<file path="config.mk">
export PLATFORM = sky130hd
export DESIGN_NAME = or_frame_accumulator
export DESIGN_NICKNAME = d
export VERILOG_FILES = /design/src/rtl/or_frame_acc_pkg.sv /design/src/rtl/or_frame_acc_counter.sv /design/src/rtl/or_frame_accumulator.sv
export SDC_FILE = /design/constraint.sdc
export NUM_CORES = 1
export LEC_CHECK = 0
export ABC_CLOCK_PERIOD_IN_PS = 3100
export CAP_MARGIN = 20
export CORE_ASPECT_RATIO = 1.5
export CORE_UTILIZATION = 45
export DETAILED_ROUTE_END_ITERATION = 6
export GPL_ROUTABILITY_DRIVEN = 0
export PLACE_DENSITY = 0.79
export SLEW_MARGIN = 20
export SYNTH_ARGS = -nofsm -noshare
export SYNTH_HDL_FRONTEND = slang
export SYNTH_SLANG_ARGS = --single-unit
export TNS_END_PERCENT = 100
</file>
<file path="constraint.sdc">
create_clock -name clk -period 3.1 [get_ports clk]
set_input_delay 0.62 -clock clk [delete_from_list [all_inputs] [get_ports clk]]
set_output_delay 0.62 -clock clk [all_outputs]
set_load 0.005 [all_outputs]
</file>
<file path="src/rtl/or_frame_acc_pkg.sv">
// Shared types and defaults for the OR frame accumulator and its bench predictor.
package or_frame_acc_pkg;

  localparam int DEF_WIDTH   = 8;
  localparam int DEF_MAX_LEN = 16;
  localparam int DEF_CNT_W   = $clog2(DEF_MAX_LEN + 1);

  typedef enum logic [1:0] {
    IDLE  = 2'd0,
    ACCUM = 2'd1,
    HOLD  = 2'd2
  } state_e;

  typedef struct packed {
    logic [DEF_WIDTH-1:0] data;
    logic [DEF_CNT_W-1:0] count;
    logic                 any;
    logic                 overflow;
  } summary_t;

endpackage

</file>
<file path="src/rtl/or_frame_acc_counter.sv">
// Saturating beat counter: clear, load-1, increment, and a flag for "next beat lands on MAX_LEN".
module or_frame_acc_counter #(
  parameter int MAX_LEN = 16,
  parameter int CNT_W   = $clog2(MAX_LEN + 1)
) (
  input  logic             clk,
  input  logic             rst_n,
  input  logic             clr,
  input  logic             load1,
  input  logic             inc,
  output logic [CNT_W-1:0] cnt,
  output logic             at_max
);

  localparam logic [CNT_W-1:0] MAX_C = CNT_W'(MAX_LEN);

  // The frame closer needs to know one beat ahead, so the flag looks at cnt+1.
  assign at_max = (cnt == CNT_W'(MAX_LEN - 1));

  always_ff @(posedge clk or negedge rst_n) begin
    if (!rst_n)                   cnt <= '0;
    else if (clr)                 cnt <= '0;
    else if (load1)               cnt <= CNT_W'(1);
    else if (inc && cnt != MAX_C) cnt <= cnt + CNT_W'(1);
  end

endmodule

</file>
<file path="src/rtl/or_frame_accumulator.sv">
// Sticky-OR frame reducer: one registered summary per frame (closed by last or MAX_LEN).
// Optional synchronous clear port enabled by OR_FRAME_ACC_CLEAR_EN.
module or_frame_accumulator
  import or_frame_acc_pkg::*;
#(
  parameter  int WIDTH   = DEF_WIDTH,
  parameter  int MAX_LEN = DEF_MAX_LEN,
  localparam int CNT_W   = $clog2(MAX_LEN + 1)
) (
  input  logic             clk,
  input  logic             rst_n,
`ifdef OR_FRAME_ACC_CLEAR_EN
  input  logic             clr,
`endif
  input  logic             in_valid,
  output logic             in_ready,
  input  logic [WIDTH-1:0] in_data,
  input  logic             in_last,
  output logic             out_valid,
  input  logic             out_ready,
  output logic [WIDTH-1:0] out_data,
  output logic [CNT_W-1:0] out_count,
  output logic             out_any,
  output logic             out_overflow
);

  state_e           state;
  logic [WIDTH-1:0] acc, acc_nxt;
  logic [CNT_W-1:0] cnt, cnt_nxt;
  logic             at_max, accept, close, drain, clr_i;

`ifdef OR_FRAME_ACC_CLEAR_EN
  assign clr_i = clr;
`else
  assign clr_i = 1'b0;
`endif

  assign accept  = in_valid && in_ready;
  assign drain   = (state == HOLD) && out_ready;
  assign acc_nxt = (state == IDLE) ? in_data : (acc | in_data);
  assign cnt_nxt = cnt + CNT_W'(1);
  // cnt is 0 in IDLE, so at_max also covers MAX_LEN == 1 on the first beat.
  assign close   = accept && (in_last || at_max);

  or_frame_acc_counter #(.MAX_LEN(MAX_LEN), .CNT_W(CNT_W)) u_cnt (
    .clk    (clk),
    .rst_n  (rst_n),
    .clr    (clr_i || drain),
    .load1  (accept && state == IDLE),
    .inc    (accept && state == ACCUM),
    .cnt    (cnt),
    .at_max (at_max)
  );

  always_ff @(posedge clk or negedge rst_n) begin
    if (!rst_n) begin
      state        <= IDLE;
      acc          <= '0;
      in_ready     <= 1'b0;
      out_valid    <= 1'b0;
      out_data     <= '0;
      out_count    <= '0;
      out_any      <= 1'b0;
      out_overflow <= 1'b0;
    end else if (clr_i) begin
      state        <= IDLE;
      acc          <= '0;
      in_ready     <= 1'b1;
      out_valid    <= 1'b0;
      out_data     <= '0;
      out_count    <= '0;
      out_any      <= 1'b0;
      out_overflow <= 1'b0;
    end else begin
      unique case (state)
        IDLE, ACCUM: begin
          in_ready <= 1'b1;
          if (accept) begin
            acc <= acc_nxt;
            if (close) begin
              state        <= HOLD;
              in_ready     <= 1'b0;
              out_valid    <= 1'b1;
              out_data     <= acc_nxt;
              out_count    <= cnt_nxt;
              out_any      <= |acc_nxt;
              out_overflow <= ~in_last;
            end else begin
              state <= ACCUM;
            end
          end
        end
        HOLD: begin
          if (out_ready) begin
            state        <= IDLE;
            acc          <= '0;
            in_ready     <= 1'b1;
            out_valid    <= 1'b0;
            out_data     <= '0;
            out_count    <= '0;
            out_any      <= 1'b0;
            out_overflow <= 1'b0;
          end
        end
        default: state <= IDLE;
      endcase
    end
  end

endmodule

</file>
Word level (Yosys, flattened, before mapping)
Cells that the tools add are included.
Word-level totals
  register bits: 32
  input port bits: 13
  output and inout port bits: 17
  word-level logic and storage cells: 67
Operators by class
  add/sub/neg operators: 1
  equality and inequality tests: 7
  muxes and demuxes: 32
  bitwise gates (word level): 2
  reductions and logical operators: 16
Operator list (number)
  2-to-1 mux 8 bit: 5
  one-hot mux 8 bit (2 select lines): 2
  2-to-1 mux 5 bit: 6
  2-to-1 mux 1 bit: 10
  one-hot mux 5 bit (2 select lines): 1
  bitwise OR 8 bit: 1
  one-hot mux 1 bit (2 select lines): 4
  OR reduction 8 bit: 1
  logical AND 1 bit: 6
  2-to-1 mux 2 bit: 3
  != test 2 bit (second input constant): 3
  adder 5 x 1 -> 5 bit (second input constant): 1
  == test 5 x 4 -> 1 bit (second input constant): 1
  != test 5 bit (second input constant): 1
  one-hot mux 2 bit (2 select lines): 1
  AND reduction 2 bit: 2
  AND reduction 4 bit: 1
  AND reduction 3 bit: 1
  nonzero test 3 bit: 1
  == test 2 x 1 -> 1 bit (second input constant): 1
  == test 2 bit (second input constant): 1
  logical NOT 2 bit: 1
  nonzero test 2 bit: 1
  OR reduction 2 bit: 1
  2 further kinds: 2

Longest topological paths before layout
Gate-level depths: netlist (run 1).
  depth in word-level cells: 6
  gate-level depth with buffers: 7
  gate-level depth less buffers: 6

By module
From an unflattened synthesis (run 1), not the netlist that was laid out.
Second synthesis, totals
  cells, all modules: 138
  area total of the unflattened synthesis: 1576.5 um2
By module, submodules not included
  or_frame_accumulator: instances 1, cells an instance 106, area each 1262.5 um2, seq. area each 675.6 um2
  or_frame_acc_counter: instances 1, cells an instance 32, area each 314.1 um2, seq. area each 125.1 um2

Least setup slack after synthesis (run 1)
Ideal clock, no wire load.
  path type: reg2reg
  start point: register u_cnt.cnt[0]
  end point: register out_count[1]
  arrival: 1.730 ns
  path slack: 1.287 ns
  stages on the path, launching flop included: 8
  period minus slack after synthesis: 1.813 ns
  cells stage by stage: dfrtp_1 ha_1 and3_1 ha_1 nor2_1 clkbuf_1 o211ai_1 o21ai_0
On the way
  word-level cells in the longest chain between the ends: 5
  elaborated cells between the ends (all ways): 9
  those cells by class: add/sub: 1; eq/ne: 2; mux: 3; reduce/logical: 3
Ends and longest elaborated chain
  start: declaration: line or_frame_acc_counter.sv:11  | output logic [CNT_W-1:0] cnt,
  start signal: assignment: line or_frame_acc_counter.sv:24  | else if (inc && cnt != MAX_C) cnt <= cnt + CNT_W'(1);
  branches (longest 5 deep; another with adder 5 x 1 -> 5 bit)
  end signal: assignment: line or_frame_accumulator.sv:85  | out_count <= cnt_nxt;
  end: declaration: line or_frame_accumulator.sv:22  | output logic [CNT_W-1:0] out_count,
Parallel ways; which one is timed is not known. The select of a mux whose other input is x is not followed.
A chain may end at the register's enable or synchronous reset.

Worst setup path in the final report (run 1)
  start point: input port in_valid
  end point: register out_count[2]
On the way
  word-level cells in the longest chain between the ends: 4
  elaborated cells between the ends (all ways): 5
  those cells by class: eq/ne: 2; reduce/logical: 3
Ends and longest elaborated chain
  start: declaration: line or_frame_accumulator.sv:15  | input logic in_valid,
  logical AND 1 bit *: line or_frame_accumulator.sv:38  | assign accept = in_valid && in_ready;
  logical AND 1 bit: line or_frame_accumulator.sv:43  | assign close = accept && (in_last || at_max);
  != test 2 bit (no source line)
  AND reduction 4 bit (no source line) *
Mark *: on every way between the ends. The rest lies on a longest branch, timed or not.

==> results of run 1 <==
-- metal layers --
metal / global-route usage (%) / up-vias
met4: 11.4 / 0
met2: 35.1 / 67
li1: - / 606
met5: 0 / -
met3: 6.21 / 12
met1: 26.0 / 660
-- cells in the final DEF, fill, tap and decap left out, types with 2 or more instances in the layout --
master	instances
a21oi_1	14
nand3_1	3
clkbuf_8	7
o211ai_1	12
nand2_1	7
nand4_1	3
clkdlybuf4s50_1	29
mux2i_1	3
o22ai_1	2
dfrtp_1	32
buf_4	3
nand3b_1	2
nor2_1	4
ha_1	3
o21ai_0	16
and3_1	2
or4_1	4
a22o_1	6
inv_1	8
a211oi_1	2
-- cell families after synthesis --
group	synth area share, %
multiplexers	1.94
XOR/XNOR	1.13
AO/OA/AOI/OAI	23.5
AND/OR/NAND/NOR	14.3
adder cells (fa/ha/maj)	2.43
buffers and inverters	4.78
flip-flops	51.9
-- path summary, 6_finish.rpt --
check,from,to,slack (ns),depth (start not counted)
min reg2reg,out_valid,out_valid,0.48,2
max,in_valid,out_count[2],0.94,4
max in group asynchronous,rst_n,u_cnt.cnt[0],2.07,2
min in group asynchronous,rst_n,acc[1],0.74,2
min,out_valid,out_valid,0.48,2
max reg2reg,u_cnt.cnt[0],out_count[2],1.15,5
-- critical path, stage by stage --
cell and delay, ns:
clkdlybuf4s50_1 0.56, and3b_1 0.56, o21ai_2 0.35, o21ai_0 0.26
-- power by group through the flow --
| stage | Sequential [mW] | Clock [mW] | Combinational (mW) |
|---|---|---|---|
| 2_1_floorplan | 0.621 | 0 | 0.234 |
| 3_3_place_gp | 0.631 | 0 | 0.433 |
| 3_5_place_dp | 0.638 | 0 | 0.445 |
| 4_1_cts | 0.631 | 0.444 | 0.448 |
| 5_1_grt | 0.649 | 0.463 | 0.489 |
| 6_report | 0.633 | 0.433 | 0.446 |
-- state kept, by name, indices dropped and copies added (netlist names) --
register      flops
state             2
out_valid         1
out_overflow      1
acc               8
u_cnt.cnt         5
out_data          8
in_ready          1
out_count         5
out_any           1
-- final cells by class --
type	instances	area (um^2)	share of cell area [%]
inverter	8	30.0	1.51
sequential	32	801	40.3
timing repair buffer	32	313	15.7
multi-input combinational	98	669	33.6
clock inverter	1	30.0	1.51
clock buffer	7	96.3	4.84
tap	40	50.0	2.52
-- through the flow --
stage                     hold slack, ns  cells
after floorplan                    0.324    148
after global placement             0.466    210
after detailed placement           0.471    210
after CTS                          0.488    218
after global routing               0.516    218
final                              0.478    218
==> impl_metrics.env, run 1 <==
export IMPL_final_period_utilization_pct=69.8
export IMPL_arrival_ns=2.35
export IMPL_rsz0062_at_grt="false"
export IMPL_p_int_mw=1.07
export IMPL_synth_top_cell_by_area="dfrtp_1"
export IMPL_maxCapViolCount=0
export IMPL_grt_usage_pct=21.7
export IMPL_die_h_um=73.7
export IMPL_place_ws_ns=0.680
export IMPL_first_global_vias=1220
export IMPL_pwr_share_comb_pct=29.5
export IMPL_min_period_ns=2.16
export IMPL_cts_sinks=32
export IMPL_worstMarginPinSlew_ns=0.636
export IMPL_ir_drop_v=0.000491
export IMPL_cts_resized=0
export IMPL_syn_avg_cell_area_um2=10.4
export IMPL_post_cts_repair_setup_buffers=0
export IMPL_numCtsBuffers=5
export IMPL_die_w_um=49.8
export IMPL_required_ns=3.29
export IMPL_grt_pass1_wl_mm=5.78
export IMPL_critPathLaunchType="primary input"
export IMPL_cts_hold_buf=0
export IMPL_synthFlopType="dfrtp_1"
export IMPL_drive_above_1_share_pct=9.55
export IMPL_clock_path_buffers=2
export IMPL_place_hpwl_mm=2.58
export IMPL_synth_common_cells="dfrtp_1 (32), o21ai_0 (16), a21oi_1 (14)"
export IMPL_critical_path_class="primary input to flop"
export IMPL_fin_area_mm2=0.00199
export IMPL_cts_tree="built"
export IMPL_antenna_found_initial=0
export IMPL_layout_nets=193
export IMPL_synth_area_leaders="dfrtp_1 (52%), o211ai_1 (5.8%), o21ai_0 (5.2%)"
export IMPL_fmax_mhz=462
export IMPL_antenna_cells=0
export IMPL_syn_num_nets=164
export IMPL_seqPwrFrac_pct=41.9
export IMPL_p_per_area_mw_per_mm2=760
export IMPL_total_power_mw=1.51
export IMPL_fin_skew_ns=0.0104
export IMPL_hold_violations=0
export IMPL_ioPinCount=30
export IMPL_relSlewSlack_pct=57.6
export IMPL_final_util_pct=61.7
export IMPL_core_region_area_mm2=0.00322
export IMPL_fin_ws_ns=0.938
export IMPL_p_clk_share_pct=28.7
export IMPL_top_layer_used="met4"
export IMPL_synthArstFlopShare_pct=100
export IMPL_drcViolationCount=0
export IMPL_wl_met3_um=220
export IMPL_clk_pin_slew_ns=0.07
export IMPL_drtIter0Drc=65
export IMPL_vias=1345
export IMPL_dr_pass1_iters=4
export IMPL_setup_tns_ns=0
export IMPL_numPortBuffers=29
export IMPL_outcome="complete, no violations"
export IMPL_rows=25
export IMPL_switching_share_pct=29.4
export IMPL_drt_met1_wl_mm=1.46
export IMPL_synth_most_common_cell="dfrtp_1"
export IMPL_routedWlPerCell_um=16.6
export IMPL_grt_max_degree=33
export IMPL_report_final_slew_viol_count=0
export IMPL_clk_latency_ns=0.28
export IMPL_wl_met2_mm=1.86
export IMPL_leakagePower_nw=0.862
export IMPL_syn_instance_count=148
export IMPL_via_per_inst=6.17
export IMPL_cts_htree_levels=2
export IMPL_synth_ff_latch_count=32
export IMPL_wirelength_mm=3.63
export IMPL_ant_nets=0
export IMPL_seq_area_frac_synth_pct=51.9
export IMPL_postPlaceCellArea_mm2=0.00186
export IMPL_initial_core_util_pct=47.9
export IMPL_cts_root_buffer="clkbuf_8"
export IMPL_synth_cell_type_count=34
export IMPL_fill_cells=267
export IMPL_grt_ovfl_total=0
export IMPL_synth_edf_count=0
export IMPL_cp_end_kind="flop"
export IMPL_hold_path_class="flop to flop"
export IMPL_ys_warnings_count=0
export IMPL_setup_viol=0
export IMPL_power_switching_mw=0.444
export IMPL_die_area_mm2=0.00367
export IMPL_netlist_area_mm2=0.00154
export IMPL_synth_top_area_share_pct=51.9
export IMPL_crit_fanout=17
export IMPL_area_growth_pct=28.8
No activity file was read; power rests on OpenSTA's default activity.
==> inputs of run 2 (changes only) <==
ABC_CLOCK_PERIOD_IN_PS = 2000   (was 3100)
clock period = 2 ns   (was 3.1 ns; I/O delays follow)
==> impl_metrics.env, run 2 (same netlist as run 1, synthesis figures left out) <==
export IMPL_outcome="complete, no violations"
export IMPL_required_ns=2.20
export IMPL_seqPwrFrac_pct=40.9
export IMPL_slowest_stage="dfrtp_1"
export IMPL_via_per_inst=5.89
export IMPL_antenna_found_initial=0
export IMPL_rsz0062_at_grt="false"
export IMPL_r2r_start="u_cnt.cnt[1]"
export IMPL_cp_top_family="simple AND/OR/NAND/NOR gates"
export IMPL_antenna_cells=0
export IMPL_critPathLaunchType="flop"
export IMPL_pwr_share_comb_pct=30.5
export IMPL_p_int_mw=1.68
export IMPL_reg2regPathDepth=7
export IMPL_grt_ovfl_total=0
export IMPL_place_hpwl_mm=2.73
export IMPL_die_h_um=73.7
export IMPL_final_util_pct=63.4
export IMPL_crit_path_end="out_count[0]"
export IMPL_drtIter0Drc=43
export IMPL_die_area_mm2=0.00367
export IMPL_reg_top3="acc (8), out_data (8)"
export IMPL_grt_pass1_wl_mm=6.55
export IMPL_place_ws_ns=0.0571
export IMPL_core_region_area_mm2=0.00322
export IMPL_fin_skew_ns=0.00783
export IMPL_routedWlPerCell_um=16.7
export IMPL_area_growth_pct=32.3
export IMPL_final_common_cell="dfrtp_1"
export IMPL_cp_end_kind="flop"
export IMPL_p_per_area_mw_per_mm2=1170
export IMPL_ioPinCount=30
export IMPL_setup_tns_ns=0
export IMPL_relSlewSlack_pct=72.1
export IMPL_rows=25
export IMPL_fill_cells=264
export IMPL_drive_above_1_share_pct=12.5
export IMPL_cp_depth=7
export IMPL_ant_nets=0
export IMPL_hold_violations=0
export IMPL_post_cts_repair_setup_buffers=0
export IMPL_fin_ws_ns=0.132
export IMPL_min_period_ns=1.87
export IMPL_crit_fanout=11
export IMPL_final_cell_mix="dfrtp_1 (32), clkdlybuf4s50_1 (29), o21ai_0 (16)"
export IMPL_arrival_ns=2.07
export IMPL_ir_drop_v=0.000956
export IMPL_setup_viol=0
export IMPL_rrSetupSlack_ns=0.13
export IMPL_instances_no_fill=224
export IMPL_vias=1319
export IMPL_dr_pass1_iters=4
export IMPL_initial_core_util_pct=47.9
export IMPL_wirelength_mm=3.74
export IMPL_report_final_slew_viol_count=0
export IMPL_cts_sinks=32
export IMPL_numCtsBuffers=5
export IMPL_p_clk_share_pct=28.6
export IMPL_clk_latency_ns=0.29
export IMPL_first_global_vias=1404
export IMPL_hold_path_class="primary input to asynchronous set/reset pin"
export IMPL_crit_buf_inv=1
export IMPL_numPortBuffers=29
export IMPL_worstMarginPinSlew_ns=0.416
export IMPL_drcViolationCount=0
export IMPL_dp_cells=216
export IMPL_cts_tree="built"
export IMPL_crit_top_cell="ha_1"
export IMPL_clk_pin_slew_ns=0.07
export IMPL_grt_max_degree=33
export IMPL_layout_nets=199
export IMPL_crit_chain="ha_1 -> and3_1 -> ha_1 -> nor2_1 -> buf_4 -> o211ai_1 -> o21ai_0"
export IMPL_cpPeakStageDelay_ns=0.40
export IMPL_maxCapViolCount=0
export IMPL_cts_htree_levels=2
export IMPL_grt_usage_pct=24.5
export IMPL_power_switching_mw=0.711
export IMPL_fmax_mhz=535
export IMPL_switching_share_pct=29.7
export IMPL_clock_path_buffers=2
export IMPL_total_power_mw=2.39
export IMPL_worstSetupStartpoint="u_cnt.cnt[1]"
export IMPL_regToRegEndpoint="out_count[0]"
export IMPL_cts_root_buffer="clkbuf_8"
export IMPL_die_w_um=49.8
export IMPL_final_period_utilization_pct=93.4
export IMPL_leakagePower_nw=0.891
export IMPL_critical_path_class="flop to flop"
[run 2: worst register-to-register path, stage by stage (launching register included)]
cell and delay (ns):
dfrtp_1 0.40, ha_1 0.24, and3_1 0.20, ha_1 0.22
nor2_1 0.29, buf_4 0.25, o211ai_1 0.10, o21ai_0 0.10
[run 2: area by class of cell]
type / count / area (um^2) / share of cell area (%)
Timing Repair Buffer: 38 / 358 / 17.5
Inverter: 8 / 30.0 / 1.47
Clock buffer: 7 / 96.3 / 4.72
Multi-Input combinational cell: 98 / 677 / 33.1
Clock inverter: 1 / 30.0 / 1.47
Sequential cell: 32 / 801 / 39.2
Tap cell: 40 / 50.0 / 2.45
[run 2: what timing repair did]
| action | in CTS | in global routing |
|---|---|---|
| endpoints found under the hold margin | 0 | 0 |
| gates resized for setup | 0 | 1 |
| hold buffers | 0 | 0 |
| endpoints found under the setup margin | 0 | 10 |
[run 2: layer usage]
metal,global-route usage [%],share of wire [%],wire length [um],vias to the layer above
li1,-,-,-,621
met4,13.7,2.2,82,0
met1,27.2,38,1440,641
met3,6.83,5.6,208,8
met5,0,0,0,-
met2,41.7,54,2010,49
[run 2: worst min path at each step]
stage / startpoint / end / slack, ns
after global routing: out_valid / out_valid / 0.54
after global placement: out_valid / out_valid / 0.47
final: rst_n / out_data[5] / 0.50
after CTS: rst_n / out_data[5] / 0.51
after floorplan: rst_n / acc[0] / 0.10
after detailed placement: out_valid / out_valid / 0.49
[run 2: power groups by stage]
stage / Sequential (mW) / Clock [mW] / Combinational, mW
global route: 1.00 / 0.720 / 0.809
CTS: 0.976 / 0.690 / 0.734
floorplan: 0.962 / 0 / 0.362
detailed placement: 0.988 / 0 / 0.731
global placement: 0.972 / 0 / 0.706
finish: 0.978 / 0.685 / 0.730
[run 2: stage by stage]
stage,hold WS (ns),instance area [um^2]
floorplan,0.104,1540
global placement,0.468,1910
detailed placement,0.493,1910
CTS,0.507,2030
global route,0.536,2040
finish,0.496,2040
==> inputs of run 3 (changes only) <==
SETUP_SLACK_MARGIN = 0.02   (was not set)
==> impl_metrics.env, run 3 (same netlist as run 1, synthesis figures left out) <==
export IMPL_wirelength_mm=3.76
export IMPL_cts_hold_buf=0
export IMPL_outcome="complete, no violations"
export IMPL_die_h_um=73.7
export IMPL_place_hpwl_mm=2.73
export IMPL_clk_latency_ns=0.29
export IMPL_antenna_cells=0
export IMPL_fin_area_mm2=0.00204
export IMPL_grt_pass1_wl_mm=6.55
export IMPL_via_per_inst=5.94
export IMPL_drive_above_1_share_pct=13.0
export IMPL_fin_skew_ns=0.00780
export IMPL_clk_pin_slew_ns=0.06
export IMPL_cts_sinks=32
export IMPL_numCtsBuffers=5
export IMPL_numPortBuffers=29
export IMPL_cts_resized=0
export IMPL_ant_nets=0
export IMPL_dp_cells=216
export IMPL_cts_htree_levels=2
export IMPL_maxCapViolCount=0
export IMPL_setup_tns_ns=0
export IMPL_postPlaceCellArea_mm2=0.00191
export IMPL_critPathLaunchType="flop"
export IMPL_grt_max_degree=33
export IMPL_arrival_ns=1.96
export IMPL_first_global_vias=1404
export IMPL_min_period_ns=1.77
export IMPL_required_ns=2.20
export IMPL_cp_end_kind="flop"
export IMPL_final_period_utilization_pct=88.4
export IMPL_dr_pass1_iters=4
export IMPL_hold_path_class="flop to flop"
export IMPL_rows=25
export IMPL_cts_root_buffer="clkbuf_8"
export IMPL_post_cts_repair_setup_buffers=0
export IMPL_ir_drop_v=0.000956
export IMPL_fmax_mhz=566
export IMPL_initial_core_util_pct=47.9
export IMPL_vias=1331
export IMPL_final_util_pct=63.5
export IMPL_antenna_found_initial=0
export IMPL_final_cell_mix="dfrtp_1 (32), clkdlybuf4s50_1 (29), o21ai_0 (16)"
export IMPL_critical_path_class="flop to flop"
export IMPL_core_region_area_mm2=0.00322
export IMPL_clock_path_buffers=2
export IMPL_final_common_cell="dfrtp_1"
export IMPL_drcViolationCount=0
export IMPL_rsz0062_at_grt="false"
export IMPL_reg_top3="acc (8), out_data (8)"
export IMPL_ioPinCount=30
export IMPL_layout_nets=199
export IMPL_hold_violations=0
export IMPL_die_w_um=49.8
export IMPL_area_growth_pct=32.4
export IMPL_instances_no_fill=224
export IMPL_report_final_slew_viol_count=0
export IMPL_grt_usage_pct=24.5
export IMPL_worstMarginPinSlew_ns=0.416
export IMPL_leakagePower_nw=0.891
export IMPL_grt_ovfl_total=0
export IMPL_drtIter0Drc=44
export IMPL_p_per_area_mw_per_mm2=1170
export IMPL_cts_tree="built"
export IMPL_holdWs_ns=0.493
export IMPL_routedWlPerCell_um=16.8
export IMPL_setup_viol=0
export IMPL_crit_fanout=11
export IMPL_relSlewSlack_pct=72.2
export IMPL_die_area_mm2=0.00367
## run 3: cell counts in the layout (fill, tap and decap cells not counted)
No cell type changed its count.
## run 3: final cells by class
type / count / area, um^2
sequential: 32 / 801
fill: 264 / 1180
inverter: 8 / 30.0
tap: 40 / 50.0
timing repair buffer: 38 / 358
clock inverter: 1 / 30.0
multi-input combinational: 98 / 679
clock buffer: 7 / 96.3
## run 3: metal layers
layer | GRT usage, % | part of all wire (%) | wire (um)
met5 | 0 | 0 | 0
met4 | 13.7 | 2.6 | 98
met3 | 6.83 | 6.1 | 230
met2 | 41.7 | 54 | 2020
met1 | 27.2 | 37 | 1410
## run 3: metrics by stage
step	power (mW)	worst slack [ns]
global placement	1.68	0.101
finish	2.39	0.232
global route	2.53	0.120
detailed placement	1.72	0.0571
CTS	2.40	0.0982
floorplan	1.32	0.187
## run 3: power by group
| group | total, mW | leakage (nW) | switching, mW | internal (mW) |
|---|---|---|---|---|
| Clock | 0.683 | 0.0645 | 0.243 | 0.439 |
| Sequential | 0.977 | 0.400 | 0.143 | 0.834 |
| Combinational | 0.732 | 0.427 | 0.323 | 0.409 |
| Total | 2.39 | 0.891 | 0.710 | 1.68 |
## run 3: final timing paths
check                                   from      endpoint  slack, ns  cells after the start
worst min-delay path               out_valid     out_valid       0.49                      2
worst max register to register  u_cnt.cnt[1]  out_count[0]       0.23                      7
worst max-delay path            u_cnt.cnt[1]  out_count[0]       0.23                      7
min in group asynchronous              rst_n   out_data[5]       0.50                      2
worst min register to register     out_valid     out_valid       0.49                      2
max in group asynchronous              rst_n  out_count[0]       1.20                      2
## run 3: worst max-delay path, cell delays in order (launching register included)
cell and delay [ns]:
dfrtp_1 0.40, ha_1 0.24, and3_1 0.20, ha_1 0.22, nor2_2 0.21, buf_4 0.22, o211ai_1 0.10, o21ai_0 0.09
